--- src/rtl/pipe_hazard_ctrl.sv ---
// Pipeline hazard controller for a five-stage in-order core.
// Combines three stall/flush sources into the pipeline control signals:
//   - data-memory wait (freezes the whole pipe, escalates to a sticky error
//     when memory never answers),
//   - load-use dependency (holds PC and IF/ID, inserts a bubble into ID/EXE),
//   - taken branch resolved in ID (flushes IF/ID).
// Control outputs are combinational from the inputs and the registered state,
// so they take effect in the same cycle as the condition that causes them.
// Two 16-bit saturating counters record stall cycles and branch flushes.
module pipe_hazard_ctrl #(
    parameter int REG_ADDR_LEN = 5,
    parameter int MEM_TIMEOUT  = 15
) (
    input  logic                    clk,
    input  logic                    rst,
    input  logic [REG_ADDR_LEN-1:0] id_src1,
    input  logic [REG_ADDR_LEN-1:0] id_src2,
    input  logic                    id_two_src,
    input  logic                    id_br_taken,
    input  logic [REG_ADDR_LEN-1:0] exe_dest,
    input  logic                    exe_mem_r_en,
    input  logic                    mem_req,
    input  logic                    mem_ready,
    output logic                    hazard_detected,
    output logic                    pc_freeze,
    output logic                    ifid_freeze,
    output logic                    ifid_flush,
    output logic                    pipe_freeze,
    output logic                    mem_timeout,
    output logic [15:0]             stall_cnt,
    output logic [15:0]             flush_cnt
);

    // The wait counter only needs to reach MEM_TIMEOUT-1.
    localparam int WAIT_W = (MEM_TIMEOUT > 1) ? $clog2(MEM_TIMEOUT) : 1;
    localparam logic [WAIT_W-1:0] WAIT_LAST = WAIT_W'(MEM_TIMEOUT - 1);

    typedef enum logic [1:0] {
        RUN      = 2'd0,
        MEM_WAIT = 2'd1,
        ERROR    = 2'd2
    } state_t;

    state_t            state_reg;
    logic [WAIT_W-1:0] wait_cnt_reg;
    logic [15:0]       stall_cnt_reg;
    logic [15:0]       flush_cnt_reg;

    logic in_run;
    logic in_wait;
    logic in_err;
    logic mem_freeze;
    logic load_use;

    // While reset is asserted the controller behaves as if it were in RUN,
    // so a stale MEM_WAIT/ERROR state cannot freeze the pipe during reset.
    assign in_run  = rst || (state_reg == RUN);
    assign in_wait = !rst && (state_reg == MEM_WAIT);
    assign in_err  = !rst && (state_reg == ERROR);

    assign mem_freeze = (in_run && mem_req && !mem_ready)
                      || (in_wait && !mem_ready)
                      || in_err;

    // Register 0 is hard-wired zero, so a load targeting it never creates a dependency.
    assign load_use = exe_mem_r_en && (exe_dest != '0)
                   && ((id_src1 == exe_dest) || (id_two_src && (id_src2 == exe_dest)));

    // Priority resolution: memory freeze, then load-use, then branch flush.
    // A branch suppressed by a stall is simply seen again next cycle.
    always_comb begin
        hazard_detected = 1'b0;
        pc_freeze       = 1'b0;
        ifid_freeze     = 1'b0;
        ifid_flush      = 1'b0;
        pipe_freeze     = 1'b0;
        if (mem_freeze) begin
            pc_freeze   = 1'b1;
            ifid_freeze = 1'b1;
            pipe_freeze = 1'b1;
        end else if (load_use) begin
            hazard_detected = 1'b1;
            pc_freeze       = 1'b1;
            ifid_freeze     = 1'b1;
        end else if (id_br_taken) begin
            ifid_flush = 1'b1;
        end
    end

    // Memory-wait FSM with timeout escalation; ERROR is only left through reset.
    always_ff @(posedge clk) begin
        if (rst) begin
            state_reg    <= RUN;
            wait_cnt_reg <= '0;
        end else begin
            case (state_reg)
                RUN: begin
                    if (mem_req && !mem_ready) begin
                        state_reg    <= MEM_WAIT;
                        wait_cnt_reg <= '0;
                    end
                end
                MEM_WAIT: begin
                    if (mem_ready) begin
                        state_reg <= RUN;
                    end else if (wait_cnt_reg == WAIT_LAST) begin
                        state_reg <= ERROR;
                    end else begin
                        wait_cnt_reg <= wait_cnt_reg + WAIT_W'(1);
                    end
                end
                ERROR: begin
                    state_reg <= ERROR;
                end
                default: begin
                    state_reg <= RUN;
                end
            endcase
        end
    end

    // Saturating event counters; frozen while reset is held.
    always_ff @(posedge clk) begin
        if (rst) begin
            stall_cnt_reg <= '0;
            flush_cnt_reg <= '0;
        end else begin
            if (pc_freeze && (stall_cnt_reg != 16'hFFFF)) begin
                stall_cnt_reg <= stall_cnt_reg + 16'd1;
            end
            if (ifid_flush && (flush_cnt_reg != 16'hFFFF)) begin
                flush_cnt_reg <= flush_cnt_reg + 16'd1;
            end
        end
    end

    assign mem_timeout = (state_reg == ERROR);
    assign stall_cnt   = stall_cnt_reg;
    assign flush_cnt   = flush_cnt_reg;

endmodule

--- config.mk ---
export PLATFORM = sky130hd
export DESIGN_NAME = pipe_hazard_ctrl
export DESIGN_NICKNAME = d
export VERILOG_FILES = /design/src/rtl/pipe_hazard_ctrl.sv
export SDC_FILE = /design/constraint.sdc
export NUM_CORES = 1
export LEC_CHECK = 0
export BUFFER_PORTS_ARGS = -buffer_cell sky130_fd_sc_hd__buf_2
export CORE_MARGIN = 3
export CORE_UTILIZATION = 56
export CTS_CLUSTER_SIZE = 20
export DETAILED_ROUTE_END_ITERATION = 12
export HOLD_SLACK_MARGIN = 0.12
export PLACE_DENSITY = 0.81
export SYNTH_ARGS = -nofsm -noshare
export SYNTH_HDL_FRONTEND = slang
export SYNTH_SLANG_ARGS = --single-unit
--- constraint.sdc ---
create_clock -name clk -period 6.18 [get_ports clk]
set_input_delay 1.545 -clock clk [delete_from_list [all_inputs] [get_ports clk]]
set_output_delay 1.545 -clock clk [all_outputs]
set_load 0.01 [all_outputs]
---- Word-level counts from Yosys, hierarchy flattened ----
Index checks and enable logic that the tools add are counted.
operators by class
  add/sub/neg operators ................... 3
  equality and inequality tests ........... 11
  muxes and demuxes ....................... 15
  reduce and logical (&&, ||, !) cells .... 22
operator list
  cell                   number
  $add 16x1->16 const B  2
  $ne 16x16->1 const B   2
  $mux 4                 3
  $logic_and 1x1->1      11
  $eq 5x5->1             2
  $pmux 4 s2             1
  $mux 1                 7
  $mux 2                 3
  $pmux 2 s3             1
  $reduce_bool 5->1      1
  $add 4x1->4 const B    1
  $eq 4x4->1 const B     1
  $logic_or 1x1->1       4
  $ne 2x2->1 const B     2
  $reduce_and 4->1       1
  $ne 3x2->1 const B     1
  $eq 2x1->1 const B     1
  $eq 2x2->1 const B     1
  $logic_not 1->1        2
  $logic_not 2->1        1
  $ne 2x1->1 const B     1
  $reduce_and 2->1       1
  $reduce_bool 2->1      1
storage, ports and cells
  bits in registers ....................... 38
  input port bits ......................... 22
  output and inout bits ................... 38
  logic and storage cells ................. 55

---- Logic depth before layout (Yosys ltp) ----
Gate-level depths: netlist (run 1).
  word-level depth ........................ 8
  depth in mapped cells ................... 10
  depth with buffers taken out ............ 8

---- Least setup slack after synthesis (run 1) ----
OpenSTA, ideal clock, no wires.
  kind .................................... input-to-output
  start ................................... input port exe_dest[3]
  end ..................................... output port ifid_flush
  arrival ................................. 2,847 ps
  required time ........................... 4,635 ps
  path slack .............................. 1,788 ps
  cell stages on the path ................. 7
  path buffers ............................ 2
  path through ............................ xor2_1 nor4_2 a32oi_1 o211ai_2 buf_2 buf_2 inv_1
between the ends
  longest elaborated chain between the ends .. 6
  elaborated cells between the ends (all ways) .. 9
  classes of those cells .................. eq/ne: 2; mux: 2; reduce/logical: 5
RTL lines
  what                 RTL line  source
  from (decl)          20        input logic [REG_ADDR_LEN-1:0] exe_dest,
  $eq 5x5->1           67        && ((id_src1 == exe_dest) || (id_two_src && (id_src2 == exe_dest)));
  $logic_and 1x1->1    67
  $logic_or 1x1->1     67
  $logic_and 1x1->1 *  67
  $mux 1 *             81        end else if (load_use) begin
  $mux 1 *             77        if (mem_freeze) begin
  to (decl)            27        output logic ifid_flush,
Mark *: on every way between the ends. The rest lies on a longest branch, timed or not.

---- Worst setup path after layout (run 1) ----
  start ................................... input port exe_dest[1]
  end ..................................... output port ifid_freeze
between the ends
  longest elaborated chain between the ends .. 6
  elaborated cells between the ends (all ways) .. 9
  classes of those cells .................. eq/ne: 2; mux: 2; reduce/logical: 5
RTL lines
  what                 RTL line  source
  $eq 5x5->1           67
  $logic_and 1x1->1    67
  $logic_or 1x1->1     67
  $logic_and 1x1->1 *  67
  $mux 1 *             81
  $mux 1 *             77
  to (decl)            26        output logic ifid_freeze,
Marked as above.

==> impl_metrics.ini, run 1 <==
[pwr]
p_int_w = 0.000357
pwr-share-seq_pct = 52.3
comb_power_share_pct = 10.9
netSwitchingFraction_pct = 25.9
power_w = 0.000482
clockPowerShare_pct = 36.8
vdd_ir_drop_max_mv = 0.170
switchingPower_w = 0.000125
power_leakage_nw = 0.986
powerDensity_nw_per_um2 = 193

[critical_path]
cp_slowest_stage_delay_ps = 690
crit-reg2reg-capture = stall_cnt[5]$_SDFFE_PP0P_
worstSetupPathType = in2out
end_kind = output port
setup.worst_path.end = ifid_freeze
start_kind = primary input
path_cells = buf_2 > or4_1 > o21ai_2 > o21a_1 > inv_2 > buf_2
crit_arrival_ps = 3430
reg2reg_slack_ps = 3460
r2r-start = stall_cnt[0]$_SDFFE_PP0P_
cp.required_ps = 4640
critPathLaunch = exe_dest[1]
reg2reg_depth = 7
slowest_stage = o21a_1
crit_top_cell = buf_2
crit_fanout = 29

[grt]
antenna_found_initial = 0
grt_pass1_wl_mm = 7.58
gr-total-overflow = 0
grt_pass1_vias = 1719
grt_max_degree = 34
track_usage_pct = 21.3

[yosys]
ys_ff_latch = 38
yosysSeqAreaShare_pct = 36.0
postSynthCellCount = 258
synthTopCellsByArea = dfxtp_1, or4_1, a21oi_1
async_flop_share_pct = 0
yosysTopAreaCell = dfxtp_1
synthXorXnorAreaFrac_pct = 4.98
avgSynthCellArea_um2 = 8.18
ys_types = 39
yosys_warnings = 0
synth-edff-count = 0
synthAdderAreaFrac_pct = 2.37
synth.cell_area_um2 = 2110
synthTopCellsByCount = dfxtp_1, a21oi_1, or4_1
synthMuxAreaShare_pct = 2.13
ys.flop_type = dfxtp_1
synthSimpleGateAreaFrac_pct = 27.8
synth_compound_area_share_pct = 20.8
synth_nets = 284
yosysTopAreaCellShare_pct = 36.0
synth_most_common_cell = dfxtp_1
synth_top_family_by_area = simple AND/OR/NAND/NOR gates

[finish]
nNetsFinal = 338
drive_gt1_share_pct = 25.2
final_cell_area_um2 = 2490
finish.utilization_pct = 71.9
fill_cells = 311
area_growth_pct = 18.2
n_antenna_cell = 0

[place]
place_area_um2 = 2400
place_hpwl_mm = 3.43
place_congestion = 0.761
place_ws_ps = 1200
portBuffers = 59

[detailed_routing]
drt-pass1-iter-count = 4
wl_per_cell_um = 13.2
via_count = 2083
drtAntennaViolNets = 0
drt_wl_total_mm = 4.74
drt_iter0_markers = 159
vias_per_cell = 5.80
drc = 0

[hold_path]
hold_class = reg2reg
hp-start = stall_cnt[9]$_SDFFE_PP0P_

[timing]
rsz0062_at_grt = no
finalCriticalPeriod_ps = 4980
worst_pin_slew_ps = 805
clock.fmax_mhz = 201
finClkSkew_ps = 4.65
slew_viol_final = 0
period_share_pct = 80.6
slew_headroom_pct = 46.1
final-hold-violation-count = 0
finalSetupTns_ps = 0
finalSetupViolCount = 0
finalWorstSetupSlack_ps = 1200

[floorplan]
start_util_pct = 60.9
die_area_um2 = 4540
num_rows = 21
die_h_um = 67.4
die_x_um = 67.4
num_io_pins = 60
coreArea_um2 = 3470

[clock_tree]
cts_made_buffers = 5
clk_latency_ps = 280
post_cts_buffers = 0
cts-root-buf = clkbuf_8
clk_pin_slew_ps = 70
clkSinkCount = 38
cts_buffer_depth = 2
cts_resized = 0
postCtsHoldBufs = 0
cts-htree-levels = 2
cts_tree = built

[outcome]
run_status = finished clean

[flow_run]
cap_violations = 0
[worst min path at each step]
stage	endpoint	slack, ps	cells past startpoint
final	stall_cnt[9]$_SDFFE_PP0P_	490	2
after global routing	wait_cnt_reg[3]$_SDFFE_PP0P_	520	2
after CTS	flush_cnt[4]$_SDFFE_PP0P_	500	2
after detailed placement	flush_cnt[4]$_SDFFE_PP0P_	480	2
after global placement	wait_cnt_reg[3]$_SDFFE_PP0P_	470	2
after floorplan	wait_cnt_reg[3]$_SDFFE_PP0P_	450	2
[power groups by stage]
stage / sequential [W] / combinational (W) / clock, W
final: 0.000252 / 0.0000524 / 0.000177
after global routing: 0.000253 / 0.0000591 / 0.000193
after CTS: 0.000252 / 0.0000527 / 0.000184
after detailed placement: 0.000258 / 0.0000524 / 0
after global placement: 0.000258 / 0.0000509 / 0
after floorplan: 0.000258 / 0.0000351 / 0
[critical path: cells and delay by family]
family	cells	cell delay, ps
AO/OA/AOI/OAI	2	880
buffers and inverters	3	480
AND/OR/NAND/NOR	1	530
[metrics by stage]
stage / hold slack, ps / std cells
floorplan: 454 / 258
global placement: 469 / 351
detailed placement: 483 / 351
CTS: 496 / 359
global route: 516 / 359
finish: 493 / 359
[cell type report]
type	count	area, um2	share of cell area [%]
clock buffer	6	82.6	3.31
clock inverter	2	12.5	0.502
inverter	12	45.0	1.81
multi-input combinational	194	1230	49.1
sequential	38	761	30.5
tap	46	57.6	2.31
timing repair buffer	61	310	12.4
[routing by layer]
| metal | global-route usage, % | up-vias | wire length, um |
|---|---|---|---|
| met4 | 5.32 | 0 | 19 |
| met1 | 26.7 | 942 | 2080 |
| li1 | - | 1081 | - |
| met3 | 4.99 | 2 | 267 |
| met5 | 0 | - | 0 |
| met2 | 36.7 | 58 | 2370 |
[layout by cell type (no fill, tap or decap), types with 2 or more instances in the layout]
cell and n:
a21oi_1 30, a22oi_1 2, a31oi_1 2, and3_1 7, and4_1 2, buf_2 59
buf_4 2, clkbuf_8 6, dfxtp_1 38, ha_1 4, inv_1 11, mux2_2 4
nand2_1 14, nand3_1 15, nand3b_1 3, nand4_1 2, nor2_1 18, nor2b_1 5
nor3_1 6, o21ai_0 8, o31ai_1 20, or3_1 7, or4_1 22, xnor2_1 3
xor2_1 9
[kinds of logic after synthesis]
group | count (synthesis)
AND/OR/NAND/NOR | 104
buffers and inverters | 26
AO/OA/AOI/OAI | 70
multiplexers | 4
XOR/XNOR | 12
adder cells (fa/ha/maj) | 4
flip-flops | 38
No activity file was read; power rests on OpenSTA's default activity.
==> run 2, diff against run 1 <==
--- a/config.mk
+++ b/config.mk
@@ -7,11 +7,11 @@
 export LEC_CHECK = 0
 export BUFFER_PORTS_ARGS = -buffer_cell sky130_fd_sc_hd__buf_2
 export CORE_MARGIN = 3
-export CORE_UTILIZATION = 56
+export CORE_UTILIZATION = 52
 export CTS_CLUSTER_SIZE = 20
 export DETAILED_ROUTE_END_ITERATION = 12
 export HOLD_SLACK_MARGIN = 0.12
-export PLACE_DENSITY = 0.81
+export PLACE_DENSITY = 0.76
 export SYNTH_ARGS = -nofsm -noshare
 export SYNTH_HDL_FRONTEND = slang
 export SYNTH_SLANG_ARGS = --single-unit
==> constraint.sdc (replaced) <==
create_clock -name clk -period 5 [get_ports clk]
set_input_delay 1.25 -clock clk [delete_from_list [all_inputs] [get_ports clk]]
set_output_delay 1.25 -clock clk [all_outputs]
set_load 0.01 [all_outputs]
==> run 2 against run 1 <==
  * Clock skew increased by 1.8 ps
  * Via count rose by 0.82%
  * Sequential share of layout area shrank 0.076 points
  * Sequential power up 24%
  * Sequential cell count stayed put
  * Combinational power up 29%
  * Critical path type unchanged
  * Largest cell class unchanged
  * Largest power group unchanged
==> impl_metrics.ini, run 2 (synthesized netlist as in run 1, its figures left out) <==
[outcome]
run_status = finished clean

[detailed_routing]
drt_wl_total_mm = 5.02
drtAntennaViolNets = 0
drt_iter0_markers = 131
drc = 0
vias_per_cell = 5.80
via_count = 2100
drt-pass1-iter-count = 4
wl_per_cell_um = 13.9

[timing]
worst_pin_slew_ps = 803
finalCriticalPeriod_ps = 4070
final-hold-violation-count = 0
slew_viol_final = 0
finClkSkew_ps = 6.46
period_share_pct = 81.4
clock.fmax_mhz = 246
slew_headroom_pct = 46.5
finalSetupTns_ps = 0
finalSetupViolCount = 0
rsz0062_at_grt = no

[grt]
gr-total-overflow = 0
antenna_found_initial = 0
grt_pass1_vias = 1827
grt_pass1_wl_mm = 8.49
track_usage_pct = 21.0
grt_max_degree = 30

[critical_path]
critPathLaunch = exe_dest[1]
crit_arrival_ps = 2820
end_kind = output port
path_cells = buf_2 > or4_1 > o21ai_2 > o21a_1 > buf_4 > inv_2 > buf_2
crit-reg2reg-capture = stall_cnt[5]$_SDFFE_PP0P_
setup.worst_path.end = ifid_freeze
path_depth = 7
crit_top_cell = buf_2
slowest_stage = or4_1
reg2reg_slack_ps = 2240
worstPathBufferInverterCount = 4
crit_family = buffers and inverters
crit_fanout = 29
cp.required_ps = 3750
r2r-start = stall_cnt[1]$_SDFFE_PP0P_
cp_slowest_stage_delay_ps = 560
start_kind = primary input
reg2reg_depth = 7
worstSetupPathType = in2out

[finish]
final_cell_mix = buf_2, dfxtp_1, a21oi_1, or4_1, o31ai_1
fill_cells = 347
drive_gt1_share_pct = 25.2
final_cell_area_um2 = 2500
area_growth_pct = 18.5
area.sequential_um2 = 761
n_antenna_cell = 0
nNetsFinal = 339
final_common_cell = buf_2
finish.utilization_pct = 65.8
multiInputGateArea_um2 = 1230

[pwr]
powerDensity_nw_per_um2 = 240
p_int_w = 0.000443
vdd_ir_drop_max_mv = 0.170
comb_power_share_pct = 11.3
power_leakage_nw = 0.992
switchingPower_w = 0.000156
netSwitchingFraction_pct = 26.0
clockPowerShare_pct = 36.7
pwr-share-seq_pct = 52.1

[floorplan]
num_io_pins = 60
die_h_um = 69.7
start_util_pct = 55.6
num_rows = 22
die_x_um = 69.7
die_area_um2 = 4860
coreArea_um2 = 3800

[clock_tree]
cts-htree-levels = 2
cts_buffer_depth = 2
cts_resized = 0
clkSinkCount = 38
cts-root-buf = clkbuf_8
post_cts_buffers = 0
cts_made_buffers = 5
postCtsHoldBufs = 0
cts_tree = built
clk_latency_ps = 290
clk_pin_slew_ps = 70

[place]
place_congestion = 0.823
place_hpwl_mm = 3.54
place_area_um2 = 2410
portBuffers = 59

[hold_path]
hold_class = reg2reg

[flow_run]
cap_violations = 0
[run 2: cell types whose count changed in the layout (fill, tap and decap cells not counted)]
| cell | previous run | this run |
|---|---|---|
| buf_4 | 2 | 3 |
| clkbuf_1 | 0 | 1 |
| clkinvlp_4 | 1 | 0 |
[run 2: worst min path at each step]
stage | to | slack (ps) | depth (start not counted) | start
6_report | stall_cnt[4]$_SDFFE_PP0P_ | 500 | 2 | stall_cnt[4]$_SDFFE_PP0P_
3_3_place_gp | wait_cnt_reg[3]$_SDFFE_PP0P_ | 470 | 2 | wait_cnt_reg[3]$_SDFFE_PP0P_
4_1_cts | flush_cnt[4]$_SDFFE_PP0P_ | 500 | 2 | flush_cnt[4]$_SDFFE_PP0P_
5_1_grt | stall_cnt[13]$_SDFFE_PP0P_ | 520 | 2 | stall_cnt[13]$_SDFFE_PP0P_
3_5_place_dp | flush_cnt[4]$_SDFFE_PP0P_ | 490 | 2 | flush_cnt[4]$_SDFFE_PP0P_
2_1_floorplan | wait_cnt_reg[3]$_SDFFE_PP0P_ | 450 | 2 | wait_cnt_reg[3]$_SDFFE_PP0P_
[run 2: cell type report]
class                   count  area share, %
multi-input cells         194           49.0
flip-flops and latches     38           30.4
repair buffers             62           12.7
clock buffers               7           3.45
well taps                  48           2.40
inverters                  12           1.80
clock inverters             1          0.200
[run 2: worst min-delay path, delay by kind of cell (launching register included)]
kind | cells | cell delay (ps)
compound gates | 2 | 120
flops | 1 | 330
[run 2: per-stage QoR]
step | total power (W) | hold WS, ps | setup WS, ps | instances
finish | 0.000599 | 496 | 928 | 362
global route | 0.000624 | 515 | 805 | 362
global placement | 0.000384 | 471 | 983 | 354
CTS | 0.000604 | 500 | 915 | 362
floorplan | 0.000362 | 454 | 1200 | 258
detailed placement | 0.000386 | 490 | 922 | 354
[run 2: power by group through the flow]
stage,combinational (W),sequential [W],clock (W)
after CTS,0.0000679,0.000312,0.000224
after floorplan,0.0000434,0.000319,0
after global placement,0.0000658,0.000319,0
after global routing,0.0000754,0.000313,0.000236
after detailed placement,0.0000671,0.000319,0
final,0.0000676,0.000312,0.000220
[run 2: per-layer routing]
layer  wire length, um  track usage, %  up-vias
li1                  -               -     1077
met1              2330            28.7      954
met2              2310            32.4       65
met3               344            5.65        4
met4                38            6.38        0
met5                 0               0        -
